## src/rtl/cl_dram_scrb_engine.sv

```systemverilog
// ---------------------------------------------------------------------------
// cl_dram_scrb_engine
//   DRAM scrubber / fill engine. Writes a 64-bit pattern, replicated across
//   the data bus, over the byte range [cfg_start, cfg_end) using full AXI4
//   write bursts of BURST_LEN beats plus one short final burst if needed.
//   AW and W are issued strictly in order, one burst at a time, with up to
//   MAX_OUT bursts awaiting their B response.
//
// Ports
//   clk, rst            clock, synchronous active-high reset
//   enable              level: start a run from IDLE, low aborts / acks DONE
//   cfg_start/cfg_end   byte range, end exclusive
//   pattern             64-bit fill pattern
//   addr                byte address of the next burst to issue
//   state               0 IDLE, 1 ADDR, 2 DATA, 3 DRAIN, 4 DONE
//   done                high in DONE
//   err                 sticky, set on any non-OKAY bresp during a run
//   aw*/w*/b*           AXI4 write master channels
// ---------------------------------------------------------------------------
module cl_dram_scrb_engine #(
    parameter int unsigned DATA_W    = 512,
    parameter int unsigned ADDR_W    = 64,
    parameter int unsigned ID_W      = 16,
    parameter int unsigned SCRB_ID   = 0,
    parameter int unsigned BURST_LEN = 8,
    parameter int unsigned MAX_OUT   = 8
) (
    input  logic                clk,
    input  logic                rst,
    input  logic                enable,
    input  logic [ADDR_W-1:0]   cfg_start,
    input  logic [ADDR_W-1:0]   cfg_end,
    input  logic [63:0]         pattern,
    output logic [ADDR_W-1:0]   addr,
    output logic [2:0]          state,
    output logic                done,
    output logic                err,
    output logic [ID_W-1:0]     awid,
    output logic [ADDR_W-1:0]   awaddr,
    output logic [7:0]          awlen,
    output logic [2:0]          awsize,
    output logic                awvalid,
    input  logic                awready,
    output logic [ID_W-1:0]     wid,
    output logic [DATA_W-1:0]   wdata,
    output logic [DATA_W/8-1:0] wstrb,
    output logic                wlast,
    output logic                wvalid,
    input  logic                wready,
    input  logic [ID_W-1:0]     bid,
    input  logic [1:0]          bresp,
    input  logic                bvalid,
    output logic                bready
);

    localparam int unsigned BEAT_BYTES = DATA_W / 8;
    localparam int unsigned SIZE_LOG   = $clog2(BEAT_BYTES);
    localparam int unsigned LANES      = DATA_W / 64;

    if (BURST_LEN < 1 || BURST_LEN > 256 || BURST_LEN * BEAT_BYTES > 4096 ||
        MAX_OUT < 1 || MAX_OUT > 255 || DATA_W < 64 || DATA_W > 512 ||
        (DATA_W & (DATA_W - 1)) != 0) begin : g_bad_cfg
        $error("cl_dram_scrb_engine: illegal parameter combination");
    end

    typedef enum logic [2:0] {
        S_IDLE  = 3'd0,
        S_ADDR  = 3'd1,
        S_DATA  = 3'd2,
        S_DRAIN = 3'd3,
        S_DONE  = 3'd4
    } state_t;

    state_t              state_q, state_d;
    logic [ADDR_W-1:0]   addr_q, end_q;
    logic [63:0]         pattern_q;
    logic [8:0]          beat_cnt;
    logic [7:0]          out_cnt;
    logic                aw_shown;
    logic                abort_q;
    logic                err_q;

    logic                start_run;
    logic                aw_hs, w_hs, b_hs;
    logic [ADDR_W-1:0]   rem_bytes, rem_beats, burst_bytes;
    logic [8:0]          burst_beats, burst_len_m1;

    logic unused_ok;
    assign unused_ok = ^bid;

    assign rem_bytes    = end_q - addr_q;
    assign rem_beats    = rem_bytes >> SIZE_LOG;
    assign burst_beats  = (rem_beats >= ADDR_W'(BURST_LEN)) ? 9'(BURST_LEN) : rem_beats[8:0];
    assign burst_len_m1 = burst_beats - 9'd1;
    assign burst_bytes  = ADDR_W'(burst_beats) << SIZE_LOG;

    assign aw_hs  = awvalid && awready;
    assign w_hs   = wvalid && wready;
    assign bready = !rst;
    assign b_hs   = bvalid && bready;

    assign addr  = addr_q;
    assign state = state_q;
    assign done  = (state_q == S_DONE);
    assign err   = err_q;

    always_comb begin
        state_d   = state_q;
        start_run = 1'b0;
        awvalid   = 1'b0;
        awid      = '0;
        awaddr    = '0;
        awlen     = '0;
        awsize    = '0;
        wvalid    = 1'b0;
        wid       = '0;
        wdata     = '0;
        wstrb     = '0;
        wlast     = 1'b0;
        unique case (state_q)
            S_IDLE: begin
                if (enable) begin
                    start_run = 1'b1;
                    state_d   = (cfg_end <= cfg_start) ? S_DONE : S_ADDR;
                end
            end
            S_ADDR: begin
                // Once awvalid has been shown without a handshake it must stay
                // up, so a late enable drop cannot retract it; abort only
                // happens from a cycle where awvalid was never presented.
                awvalid = (32'(out_cnt) < MAX_OUT) && (enable || aw_shown);
                awid    = ID_W'(SCRB_ID);
                awaddr  = addr_q;
                awlen   = burst_len_m1[7:0];
                awsize  = 3'(SIZE_LOG);
                if (awvalid && awready)
                    state_d = S_DATA;
                else if (!enable && !aw_shown)
                    state_d = S_DRAIN;
            end
            S_DATA: begin
                wvalid = 1'b1;
                wid    = ID_W'(SCRB_ID);
                wstrb  = '1;
                wlast  = (beat_cnt == 9'd1);
                for (int unsigned i = 0; i < LANES; i++)
                    wdata[i*64 +: 64] = pattern_q;
                if (wready && wlast)
                    state_d = (addr_q < end_q && enable && !abort_q) ? S_ADDR : S_DRAIN;
            end
            S_DRAIN: begin
                if (out_cnt == 8'd0)
                    state_d = (addr_q >= end_q) ? S_DONE : S_IDLE;
            end
            S_DONE: begin
                if (!enable)
                    state_d = S_IDLE;
            end
            default: state_d = S_IDLE;
        endcase
    end

    always_ff @(posedge clk) begin
        if (rst) begin
            state_q   <= S_IDLE;
            addr_q    <= '0;
            end_q     <= '0;
            pattern_q <= '0;
            beat_cnt  <= '0;
            out_cnt   <= '0;
            aw_shown  <= 1'b0;
            abort_q   <= 1'b0;
            err_q     <= 1'b0;
        end else begin
            state_q  <= state_d;
            aw_shown <= awvalid && !awready;

            if (start_run) begin
                addr_q    <= cfg_start;
                end_q     <= cfg_end;
                pattern_q <= pattern;
            end else if (aw_hs) begin
                addr_q <= addr_q + burst_bytes;
            end

            if (aw_hs)
                beat_cnt <= burst_beats;
            else if (w_hs)
                beat_cnt <= beat_cnt - 9'd1;

            // Remember an enable drop anywhere inside a burst, not just at wlast.
            if (start_run)
                abort_q <= 1'b0;
            else if (state_q == S_DATA && !enable)
                abort_q <= 1'b1;

            unique case ({aw_hs, b_hs && (out_cnt != 8'd0)})
                2'b10:   out_cnt <= out_cnt + 8'd1;
                2'b01:   out_cnt <= out_cnt - 8'd1;
                default: out_cnt <= out_cnt;
            endcase

            if (start_run)
                err_q <= 1'b0;
            else if (b_hs && bresp != 2'b00)
                err_q <= 1'b1;
        end
    end

endmodule

```

## config.mk

```make
export PLATFORM = sky130hd
export DESIGN_NAME = cl_dram_scrb_engine
export DESIGN_NICKNAME = d
export VERILOG_FILES = /design/src/rtl/cl_dram_scrb_engine.sv
export SDC_FILE = /design/constraint.sdc
export NUM_CORES = 1
export LEC_CHECK = 0
export CORE_AREA = 2 2 380 382
export DETAILED_ROUTE_END_ITERATION = 16
export DIE_AREA = 0 0 382 384
export GPL_TIMING_DRIVEN = 1
export PLACE_DENSITY = 0.37
export SYNTH_ARGS = -nofsm -noshare
export SYNTH_HDL_FRONTEND = slang
export SYNTH_SLANG_ARGS = --single-unit
```

## constraint.sdc

```tcl
create_clock -name clk -period 6.8 [get_ports clk]
set_clock_uncertainty 0.2 [all_clocks]
set_input_delay 2.04 -clock clk [delete_from_list [all_inputs] [get_ports clk]]
set_output_delay 2.04 -clock clk [all_outputs]
set_load 0.005 [all_outputs]
```

* Word level (Yosys, flattened, before mapping)
Cells that the tools add are included.
** Operators by class
- Reduce and logical (&&, ||, !) cells :: 28
- $add $sub $neg :: 6
- Mux-type cells :: 26
- Equality and inequality tests :: 12
- Magnitude comparators :: 5
** Operators with widths (count)
- 512-bit 2-to-1 mux :: 1
- 64-bit 2-to-1 mux :: 4
- 64-bit by 15-bit adder with 64-bit output :: 1
- 64-bit >= comparator :: 1
- 64-bit <= comparator :: 1
- 64-bit less-than comparator :: 1
- 64-bit subtractor :: 1
- 58-bit by 4-bit >= comparator with 1-bit output, second input constant :: 1
- 3-bit 2-to-1 mux :: 9
- 9-bit 2-to-1 mux :: 3
- 8-bit one-hot mux with 2 select lines :: 1
- 8-bit by 1-bit subtractor with 8-bit output, second input constant :: 2
- 3-bit one-hot mux with 5 select lines :: 1
- 1-bit logical AND :: 13
- 9-bit by 1-bit == test with 1-bit output, second input constant :: 1
- 9-bit by 1-bit subtractor with 9-bit output, second input constant :: 1
- 8-bit by 1-bit adder with 8-bit output, second input constant :: 1
- 8-bit zero test :: 1
- 8-bit by 4-bit less-than comparator with 1-bit output, second input constant :: 1
- 8-bit 2-to-1 mux :: 1
- 2-bit inequality test, second input constant :: 4
- 2-bit nonzero test :: 4
- 8-bit nonzero test :: 1
- 3-bit by 2-bit == test with 1-bit output, second input constant :: 2
- 12 further kinds :: 20
** Word-level totals
- Output and inout bits :: 756
- Word-level logic and storage cells :: 86
- Bits in registers :: 215

* Depth between registers and ports, before layout
Gate-level depths: netlist of the first run.
- Depth after elaboration :: 6
- Depth in mapped cells :: 30

* Worst setup path before layout of the first run
No wires, ideal clock.
- Path type :: register -> register
- Start point :: register addr_q[33] (netlist: addr[33])
- End point :: register addr_q[63] (netlist: addr[63])
- Period minus slack after synthesis :: 6656 ps
- Arrival :: 6326 ps
- Setup time :: 130 ps
- Required time :: 6470 ps
- Path buffers :: 3
- Stages on the path, launching flop included :: 31
- Slack :: 144 ps
- Cell sequence :: dfxtp_1 > clkbuf_1 > inv_1 > ha_1 > buf_2 > a21oi_1 > o21ai_1 > a21oi_1 > nand2_1 > a2111oi_4 > o21ai_1 > nand2_1 > nand3b_1 > a2111o_1 > nor4_4 > nand3_4 > nor2_1 > ha_1 > a21o_1 > a21oi_1 > o21bai_1 > a21oi_1 > o21bai_1 > a21o_1 > nand4_1 > or4b_1 > or3_1 > clkbuf_1 > or4_1 > xnor2_1 > o22ai_1
** Between the ends
- Cells in the longest elaborated chain, start to end :: 6
** Ends and longest elaborated chain
- from (decl) :: line 75 : logic [ADDR_W-1:0] addr_q, end_q;
- from (signal assigned) :: line 179 : addr_q <= cfg_start;
- from (signal assigned) :: line 183 : addr_q <= addr_q + burst_bytes;
- 64-bit subtractor :: line 91 : assign rem_bytes = end_q - addr_q;
- 58-bit by 4-bit >= comparator with 1-bit output :: line 93 : assign burst_beats = (rem_beats >= ADDR_W'(BURST_LEN)) ? 9'(BURST_LEN) : rem_beats[8:0];
- 9-bit 2-to-1 mux :: line 93
- 64-bit by 15-bit adder with 64-bit output (*) :: line 183
- 64-bit 2-to-1 mux (*) :: line 182 : end else if (aw_hs) begin
- 64-bit 2-to-1 mux (*) :: line 178 : if (start_run) begin
Mark *: on every way between the ends. The rest lies on a longest branch, timed or not. The select of a mux whose other input is x is not followed.
A chain may end at the register's enable or synchronous reset.

* Final worst setup path of the first run
- Start point :: register addr_q[6] (netlist: addr[6])
- End point :: output port awlen[2]
** Between the ends
- Cells in the longest elaborated chain, start to end :: 5
** Ends and longest elaborated chain
- 64-bit subtractor (*) :: line 91
- 58-bit by 4-bit >= comparator with 1-bit output :: line 93
- 9-bit 2-to-1 mux (*) :: line 93
- 8-bit by 1-bit subtractor with 8-bit output (*) :: line 94 : assign burst_len_m1 = burst_beats - 9'd1;
- 8-bit 2-to-1 mux (*) :: line 120 : unique case (state_q)
- to (decl) :: line 40 : output logic [7:0] awlen,
Mark *: on every way between the ends. The rest lies on a longest branch, timed or not.

==> summary by stage, run 1 <==
Status
The run finished, with violations left. The final reports fail on negative setup slack.

Logic synthesis
The number of library cell types mapped by synthesis is 91. The part of the Yosys area used for sequential elements is 20.6%. The register bit total from synthesis is 215.

After synthesis, the share of flip-flops with an asynchronous set or reset is 0%. Yosys attributes the largest share of cell area to sky130_fd_sc_hd__dfxtp_1 21%, sky130_fd_sc_hd__buf_4 20%, sky130_fd_sc_hd__ha_1 8.7%, sky130_fd_sc_hd__nand2_1 7.3%, sky130_fd_sc_hd__a21oi_1 6.7%. A synthesized cell averages 7.16 µm². The dominant cell type by area after synthesis is sky130_fd_sc_hd__dfxtp_1.

In this run the cell area of the synthesized design comes to 0.0209 mm². The synthesized design contains 0 enable-type register cells. In the synthesized netlist, the number of instances is 2914. The share of synthesized area in the top cell type comes to 20.6%. Among all flip-flop cells after synthesis, the most frequent one is sky130_fd_sc_hd__dfxtp_1.

The total number of yosys warnings is 0.

Critical path
The startpoint of the worst setup timing path is addr[6]. The signal on the critical path passes through inv_4 > ha_4 > buf_4 > buf_6 > nand4_1 > or4_4 > a211o_4 > a311o_1 > a21boi_2 > o22ai_2 > nor4b_4 > and4_4 > nand4_4 > nor4_4 > buf_4 > nand3_4 > or2_4 > ha_4 > buf_6 > nand2b_4 > mux2i_1 > buf_4. For flop-to-flop paths, the worst setup slack is -0.58 ns. The worst setup path is captured at an output port. Data arrives at the worst endpoint at 5.28 ns. The worst setup path endpoint is awlen[2]. In this design, the critical path's most frequently occurring cell is sky130_fd_sc_hd__buf_4. The kind of critical path is flip-flop to output port.

The worst reg2reg path endpoint is addr[63]. The slowest cell on the critical path is sky130_fd_sc_hd__or4_4. STA puts the critical path data required time at 4.56 ns.

The delay of the slowest cell on the worst path is 0.44 ns. The startpoint identified for the worst register-to-register timing path is addr[6]. Measured in cells, the most critical reg-to-reg path has a length of 32. The nature of the critical path startpoint is a flip-flop. The maximum net fanout on the critical path is 5.

Power and ir drop
The worst-case IR drop observed on VDD is 170 µV. In this run the power density over the cells is 300 mW/mm². The analysis attributes to cell leakage a power of 13.9 nW.

Placed design
Routability-driven placement finished with a final weighted congestion of 0.867. Buffers placed on the I/O ports in this run total 922. The half-perimeter wire length after placement is 117000 µm.

Clock network
The number of buffers on the longest clock path is 3. The TritonCTS buffer count is 36. The clock latency at the later pin of the worst-skew pair is 0.58 ns. Hold repair after CTS inserted 0 buffers. TritonCTS built the clock tree.

The clock drives 215 sinks. The tree is rooted in a sky130_fd_sc_hd__clkbuf_16. The clock slew seen by the registers of the worst setup and hold paths is 0.06 ns. The H-tree was split into 2 levels.

Min path
In this run the most critical hold path is launched from pattern_q[24]. The type of the tightest min-delay check is flip-flop to flip-flop.

Finish
The final-layout fill cell count is 15878. The signed area change from the synthesized netlist to the final layout is 65.3%. The layout cell share with drive strength beyond 1 is 21.7%. The final design utilization is 24.2%. At the end of the flow, the number of nets in the layout was 4124.

Routing
The number of design rule violations left after detail routing is 0. The total wire length after detailed routing is 139000 µm. The via count of the routed design is 23349.

In this run, the number of DRC markers left after iteration 0 of detailed routing was 1329. Dividing the detail-routed via count by the number of cells gives 4.10. The number of detailed-route iterations in the first pass is 5. In this run the remaining antenna-violating nets after routing total 0.

The routed length per placed instance is 24.5 µm.

Global routing
The initial antenna violation count is 17. Entering global routing, the biggest net connects 134 pins. The number of global-route vias before repair is 22351. The total congestion overflow is 0.

The overall routing resource usage is 18.1%. The wire length of the first global-routing pass is 188000 µm.

Timing
The worst path uses 111% of the clock period. The final count of hold timing violations is 0. Based on the critical path, the design can be clocked at up to 133 MHz. Setup violations remaining at the end of the flow were counted as 36.

Subtracting the final worst setup slack from the clock period gives 7.52 ns. The relative slew slack is 26.2%. The number of max-slew violations in the final report is 0. Setup repair after global routing could not meet its margin everywhere.

The minimum setup slack in the final design is -0.717 ns. For the pin with the worst max-slew slack, the measured transition is 1.11 ns. After routing, the total negative slack on setup checks comes to -12.94 ns.

Floorplan
The total number of placement rows is 139. Measured along the x axis, the die boundary spans 382 µm. The number of top-level pins is 972. The die covers 0.147 mm².

The total area inside the core boundary comes to 0.143 mm². The overall die height is 384 µm. The starting density of the core is 14.6%.

Job
The count of maximum capacitance violations is 0.
==> cell families after synthesis <==
group / Yosys count / share of synthesized area, %
other cells: 1 / 0.0180
simple gates: 969 / 21.9
fa+ha+maj: 147 / 8.88
compound gates: 651 / 19.7
flops: 215 / 20.6
buf+inv: 853 / 25.5
mux: 6 / 0.306
xor+xnor: 72 / 3.02
==> Yosys cell counts (55+ instances only) <==
| library cell | n |
|---|---|
| sky130_fd_sc_hd__nor2_1 | 200 |
| sky130_fd_sc_hd__inv_1 | 162 |
| sky130_fd_sc_hd__buf_4 | 557 |
| sky130_fd_sc_hd__ha_1 | 145 |
| sky130_fd_sc_hd__nand2_1 | 406 |
| sky130_fd_sc_hd__nand4_1 | 69 |
| sky130_fd_sc_hd__o21ai_0 | 84 |
| sky130_fd_sc_hd__nor3_1 | 70 |
| sky130_fd_sc_hd__a21oi_1 | 279 |
| sky130_fd_sc_hd__and2_1 | 74 |
| sky130_fd_sc_hd__a21o_1 | 55 |
| sky130_fd_sc_hd__clkbuf_1 | 113 |
| sky130_fd_sc_hd__dfxtp_1 | 215 |
==> state kept, by name (all words and copies together), names as in the netlist <==
signal and cells:
err 1, aw_shown 1, end_q 64, addr 64, abort_q 1, pattern_q 64
out_cnt 8, beat_cnt 9, state 3
==> power by group <==
part / internal [W] / total [W] / switching [W]
sequential: 0.00147 / 0.00161 / 0.000139
clock: 0.00112 / 0.00191 / 0.000782
combinational: 0.00313 / 0.00683 / 0.00370
total: 0.00572 / 0.0103 / 0.00462
==> final cells by class <==
class / instances / area (µm²) / area share (%)
multi-input combinational: 1881 / 12500 / 36.3
timing repair buffer: 1464 / 13500 / 39.0
tap: 1903 / 2380 / 6.90
sequential: 215 / 4330 / 12.5
inverter: 163 / 624 / 1.81
clock inverter: 12 / 146 / 0.424
antenna: 2 / 5.00 / 0.0145
clock buffer: 51 / 1020 / 2.95
==> layer usage <==
layer	track usage (%)	wire length, µm	vias to the layer above
li1	-	-	11090
met2	31.2	66500	765
met3	3.49	7950	97
met4	1.78	1610	12
met1	23.9	63100	11385
met5	0	70	-
==> metrics by stage <==
step                total power (W)  hold WS (ns)  cells  area [µm²]  setup slack (ns)
floorplan                   0.00463         0.232   2949       21000             0.144
global placement            0.00796         0.238   5571       31600             -1.02
detailed placement          0.00795         0.242   5571       31600            -0.956
CTS                          0.0103         0.249   5660       33800            -0.634
global route                 0.0110         0.265   5689       34500            -0.925
finish                       0.0103         0.246   5691       34500            -0.717
==> how the worst min path moves through the flow <==
| stage | endpoint | depth (start not counted) |
|---|---|---|
| floorplan | pattern_q[0] | 2 |
| global placement | pattern_q[46] | 2 |
| detailed placement | pattern_q[12] | 2 |
| CTS | pattern_q[53] | 2 |
| global route | pattern_q[33] | 2 |
| finish | pattern_q[24] | 2 |
==> cells in the final DEF, fill, tap and decap left out, types with 12 or more instances in the layout <==
cell | netlist | final
sky130_fd_sc_hd__a211oi_1 | 20 | 14
sky130_fd_sc_hd__a21o_1 | 55 | 55
sky130_fd_sc_hd__a21oi_1 | 279 | 259
sky130_fd_sc_hd__a21oi_2 | 2 | 20
sky130_fd_sc_hd__a222oi_1 | 12 | 12
sky130_fd_sc_hd__a22oi_1 | 15 | 13
sky130_fd_sc_hd__a31oi_1 | 18 | 17
sky130_fd_sc_hd__and2_1 | 74 | 72
sky130_fd_sc_hd__buf_4 | 557 | 511
sky130_fd_sc_hd__buf_6 | 3 | 28
sky130_fd_sc_hd__clkbuf_16 | 0 | 36
sky130_fd_sc_hd__clkdlybuf4s50_1 | 0 | 913
sky130_fd_sc_hd__conb_1 | 1 | 36
sky130_fd_sc_hd__dfxtp_1 | 215 | 198
sky130_fd_sc_hd__dfxtp_2 | 0 | 17
sky130_fd_sc_hd__ha_1 | 145 | 116
sky130_fd_sc_hd__ha_4 | 0 | 27
sky130_fd_sc_hd__inv_1 | 162 | 146
sky130_fd_sc_hd__inv_2 | 1 | 12
sky130_fd_sc_hd__nand2_1 | 406 | 403
sky130_fd_sc_hd__nand3_1 | 33 | 29
sky130_fd_sc_hd__nand4_1 | 69 | 69
sky130_fd_sc_hd__nor2_1 | 200 | 190
sky130_fd_sc_hd__nor3_1 | 70 | 53
sky130_fd_sc_hd__o211ai_1 | 13 | 13
sky130_fd_sc_hd__o21a_1 | 17 | 15
sky130_fd_sc_hd__o21ai_0 | 84 | 67
sky130_fd_sc_hd__o21ai_1 | 14 | 28
sky130_fd_sc_hd__o22ai_1 | 15 | 14
sky130_fd_sc_hd__or3_1 | 17 | 16
sky130_fd_sc_hd__xnor2_1 | 51 | 49
sky130_fd_sc_hd__xor2_1 | 21 | 21
==> critical path, delay by kind of cell (launching register included) <==
kind / cells / cell delay, ns
buffers and inverters: 6 / 0.73
DFF: 1 / 0.35
and+or+nand+nor: 9 / 2.07
adders and majority gates: 2 / 0.45
muxes: 1 / 0.12
AOI/OAI and AO/OA: 4 / 0.94
==> repair_timing <==
item / CTS / global route
setup buffers: 26 / 35
gates cloned: 0 / 0
resized for setup: 189 / 121
pin swaps: 53 / 79
endpoints found under the setup margin: 48 / 54
No activity file was read; power rests on OpenSTA's default activity.
==> inputs of run 2 (changes only) <==
--- a/config.mk
+++ b/config.mk
@@ -6,6 +6,7 @@
 export NUM_CORES = 1
 export LEC_CHECK = 0
 export CORE_AREA = 2 2 380 382
+export CTS_CLUSTER_SIZE = 28
 export DETAILED_ROUTE_END_ITERATION = 16
 export DIE_AREA = 0 0 382 384
 export GPL_TIMING_DRIVEN = 1
@@ -13,3 +14,4 @@
 export SYNTH_ARGS = -nofsm -noshare
 export SYNTH_HDL_FRONTEND = slang
 export SYNTH_SLANG_ARGS = --single-unit
+export TNS_END_PERCENT = 30
==> summary by stage, run 2 (synthesized netlist as in run 1, its figures left out) <==
Global routing
The wire length of the first global-routing pass is 188000 µm. The total congestion overflow is 0. The initial antenna violation count is 14. The largest net degree at the start of global routing is 134. The number of global-route vias before repair is 22326. The overall routing resource usage is 18.1%.

Finish
The final-layout fill cell count is 15885. From synthesis to final layout, the design area changed by 64.8%. Once layout is complete, the cells apart from fillers number 5687. The post-route netlist has 21.5% of its cells at a drive strength greater than 1. The library cells used most frequently in the layout, excluding fill and tap cells, are 913 x sky130_fd_sc_hd__clkdlybuf4s50_1, 512 x sky130_fd_sc_hd__buf_4, 404 x sky130_fd_sc_hd__nand2_1. The final design utilization is 24.1%. The sequential cells in the finished layout cover a total of 0.00433 mm².

The layout net count is 4120. The combined area of the multi-input logic cells is 0.0125 mm². Leaving out fill and tap cells, the most frequent cell in the layout is sky130_fd_sc_hd__clkdlybuf4s50_1.

Critical path
The minimum setup slack among reg-to-reg paths is -0.57 ns. The kind of critical path is flip-flop to output port. The capturing element type of the critical path is an output port.

Counting both buffers and inverters, the worst setup path holds a total of 5. The nature of the critical path startpoint is a flip-flop. The data required time at the worst endpoint is 4.56 ns.

The most numerous cell on the critical path is sky130_fd_sc_hd__buf_4. The cell depth of the worst flop-to-flop path is 31. The largest individual stage delay along the critical path comes from the cell sky130_fd_sc_hd__or4_4. Counting buffers and inverters, the worst setup path is 21 cells deep. STA puts the critical path data arrival time at 5.27 ns. The maximum net fanout on the critical path is 5. The kind of cell adding the most delay to the critical path is simple AND/OR/NAND/NOR gates.

Traced cell by cell, the critical path runs through inv_2 > ha_4 > buf_4 > nand4_4 > or4_4 > a211o_4 > a311o_1 > a21boi_2 > o22ai_2 > nor4b_4 > and4_4 > nand4_4 > nor4_4 > buf_4 > nand3_4 > or2_4 > ha_4 > buf_6 > nand2b_4 > mux2i_1 > buf_4. The delay of the slowest cell on the worst path is 0.51 ns.

Timing
The final count of hold timing violations is 0. The relative slew slack is 26.1%. The slew at the pin closest to its max-slew limit is 1.11 ns. Setup violations remaining at the end of the flow were counted as 34. The post-route clock period utilization is 110%. Static timing analysis puts the maximum clock frequency at 133 MHz. The minimum setup slack in the final design is -0.711 ns.

Setup repair after global routing could not meet its margin everywhere. The number of max-slew violations in the final report is 0. After routing, the total negative slack on setup checks comes to -13.58 ns.

Subtracting the final worst setup slack from the clock period gives 7.51 ns.

Floorplan
In this run the core area contains 139 standard-cell rows. For this design the top-level I/O count stands at 972. The starting density of the core is 14.6%.

The die covers 0.147 mm². The die is 382 µm wide. The overall die height is 384 µm. The region available for standard cell placement spans 0.143 mm².

Power and ir drop
Cell internal power was estimated by the tool at 0.00572 W. The clock network power share is 18.4%. In this run, flip-flops and latches consume 15.5% of the power. The net switching power is 0.00464 W.

The part of the power in combinational logic is 66.1%. The analysis attributes to cell leakage a power of 13.8 nW. The worst voltage drop across the vdd grid is 169 µV. The overall power is 0.0104 W.

The power density over cell area is 301 mW/mm². In this run switching power makes up 44.8% of total power.

Clock network
After clock tree synthesis, the clock-pin slew on the worst setup and hold paths is 0.05 ns. The count of hold-fix buffers inserted at cts is 0. The clock root buffer is sky130_fd_sc_hd__clkbuf_16. Clock tree synthesis found a total of 215 sinks. The TritonCTS buffer count is 36. The CTS H-tree depth is 2.

The CTS tree is done. No sink is reached through more buffers than the 3 on the longest clock path. The clock reaches the later pin of the worst-skew pair after 0.57 ns.

Status
The flow ran to the end, but the final reports show violations. The checks that failed: negative setup slack.

Routing
The routed via count divided by cell count is 4.09. The met3 wire length is 8260 µm. In the routed design, unresolved DRC markers number 0. In this run, the number of DRC markers left after iteration 0 of detailed routing was 1329.

The via count of the routed design is 23280. The highest metal layer used by the detailed router is met5. The routed design has 139000 µm of wire. In this run the remaining antenna-violating nets after routing total 0.

The number of detailed-route iterations in the first pass is 5. The sum of met2 wire segment lengths after detailed routing is 66300 µm. The routed length per placed instance is 24.5 µm. The routed metal-1 wire length is 62900 µm.

Placed design
Including well taps, the total number of placed cells is 5571. The number of buffer cells added on primary ports is 922. The final estimated routing congestion in global placement is 0.867. The half-perimeter wire length after placement is 117000 µm.

Job
The count of maximum capacitance violations is 0.

Min path
The worst hold path passes through 2 cells. In this run the worst hold path is classified as flip-flop to flip-flop.
[run 2: power groups by stage]
stage | Clock, W | Sequential, W | Combinational [W]
final | 0.00191 | 0.00161 | 0.00685
after global routing | 0.00203 | 0.00163 | 0.00738
after CTS | 0.00199 | 0.00160 | 0.00671
after detailed placement | 0 | 0.00162 | 0.00633
after global placement | 0 | 0.00161 | 0.00635
after floorplan | 0 | 0.00161 | 0.00302
[run 2: path summary, 6_finish.rpt]
kind | from | endpoint
setup reg to reg | addr[18] | addr[63]
hold reg to reg | pattern_q[22] | pattern_q[22]
setup / recovery | addr[18] | awlen[2]
hold / removal | pattern_q[22] | pattern_q[22]
[run 2: metrics by stage]
stage	setup slack, ns	instance area, µm²	hold slack (ns)
6_report	-0.711	34400	0.247
2_1_floorplan	0.144	21000	0.232
3_3_place_gp	-1.02	31600	0.238
4_1_cts	-0.634	33800	0.249
5_1_grt	-0.925	34400	0.265
3_5_place_dp	-0.956	31600	0.242
[run 2: per-layer routing]
metal | GRT usage [%] | vias to the layer above
met4 | 2.00 | 8
li1 | - | 11083
met5 | 0 | -
met1 | 24.0 | 11268
met3 | 3.45 | 103
met2 | 31.1 | 818
[run 2: layout make-up]
class	instances	share of cell area, %
Clock buffer	51	2.96
Clock inverter	12	0.425
Sequential cell	215	12.6
Timing Repair Buffer	1460	39.0
Multi-Input combinational cell	1881	36.3
Antenna cell	2	0.0145
Inverter	163	1.81
Tap cell	1903	6.92
[run 2: tightest hold or removal path, cell delays in order, from the launching register on]
cell	delay [ns]
sky130_fd_sc_hd__dfxtp_1	0.30
sky130_fd_sc_hd__nand2_1	0.05
sky130_fd_sc_hd__a21oi_1	0.05
[run 2: timing repair]
action                     4_1_cts  5_1_grt
pin swaps                       52       65
setup endpoints to repair       48       54
resized for setup              184      108
hold endpoints to repair         0        0
setup buffers                   25       28
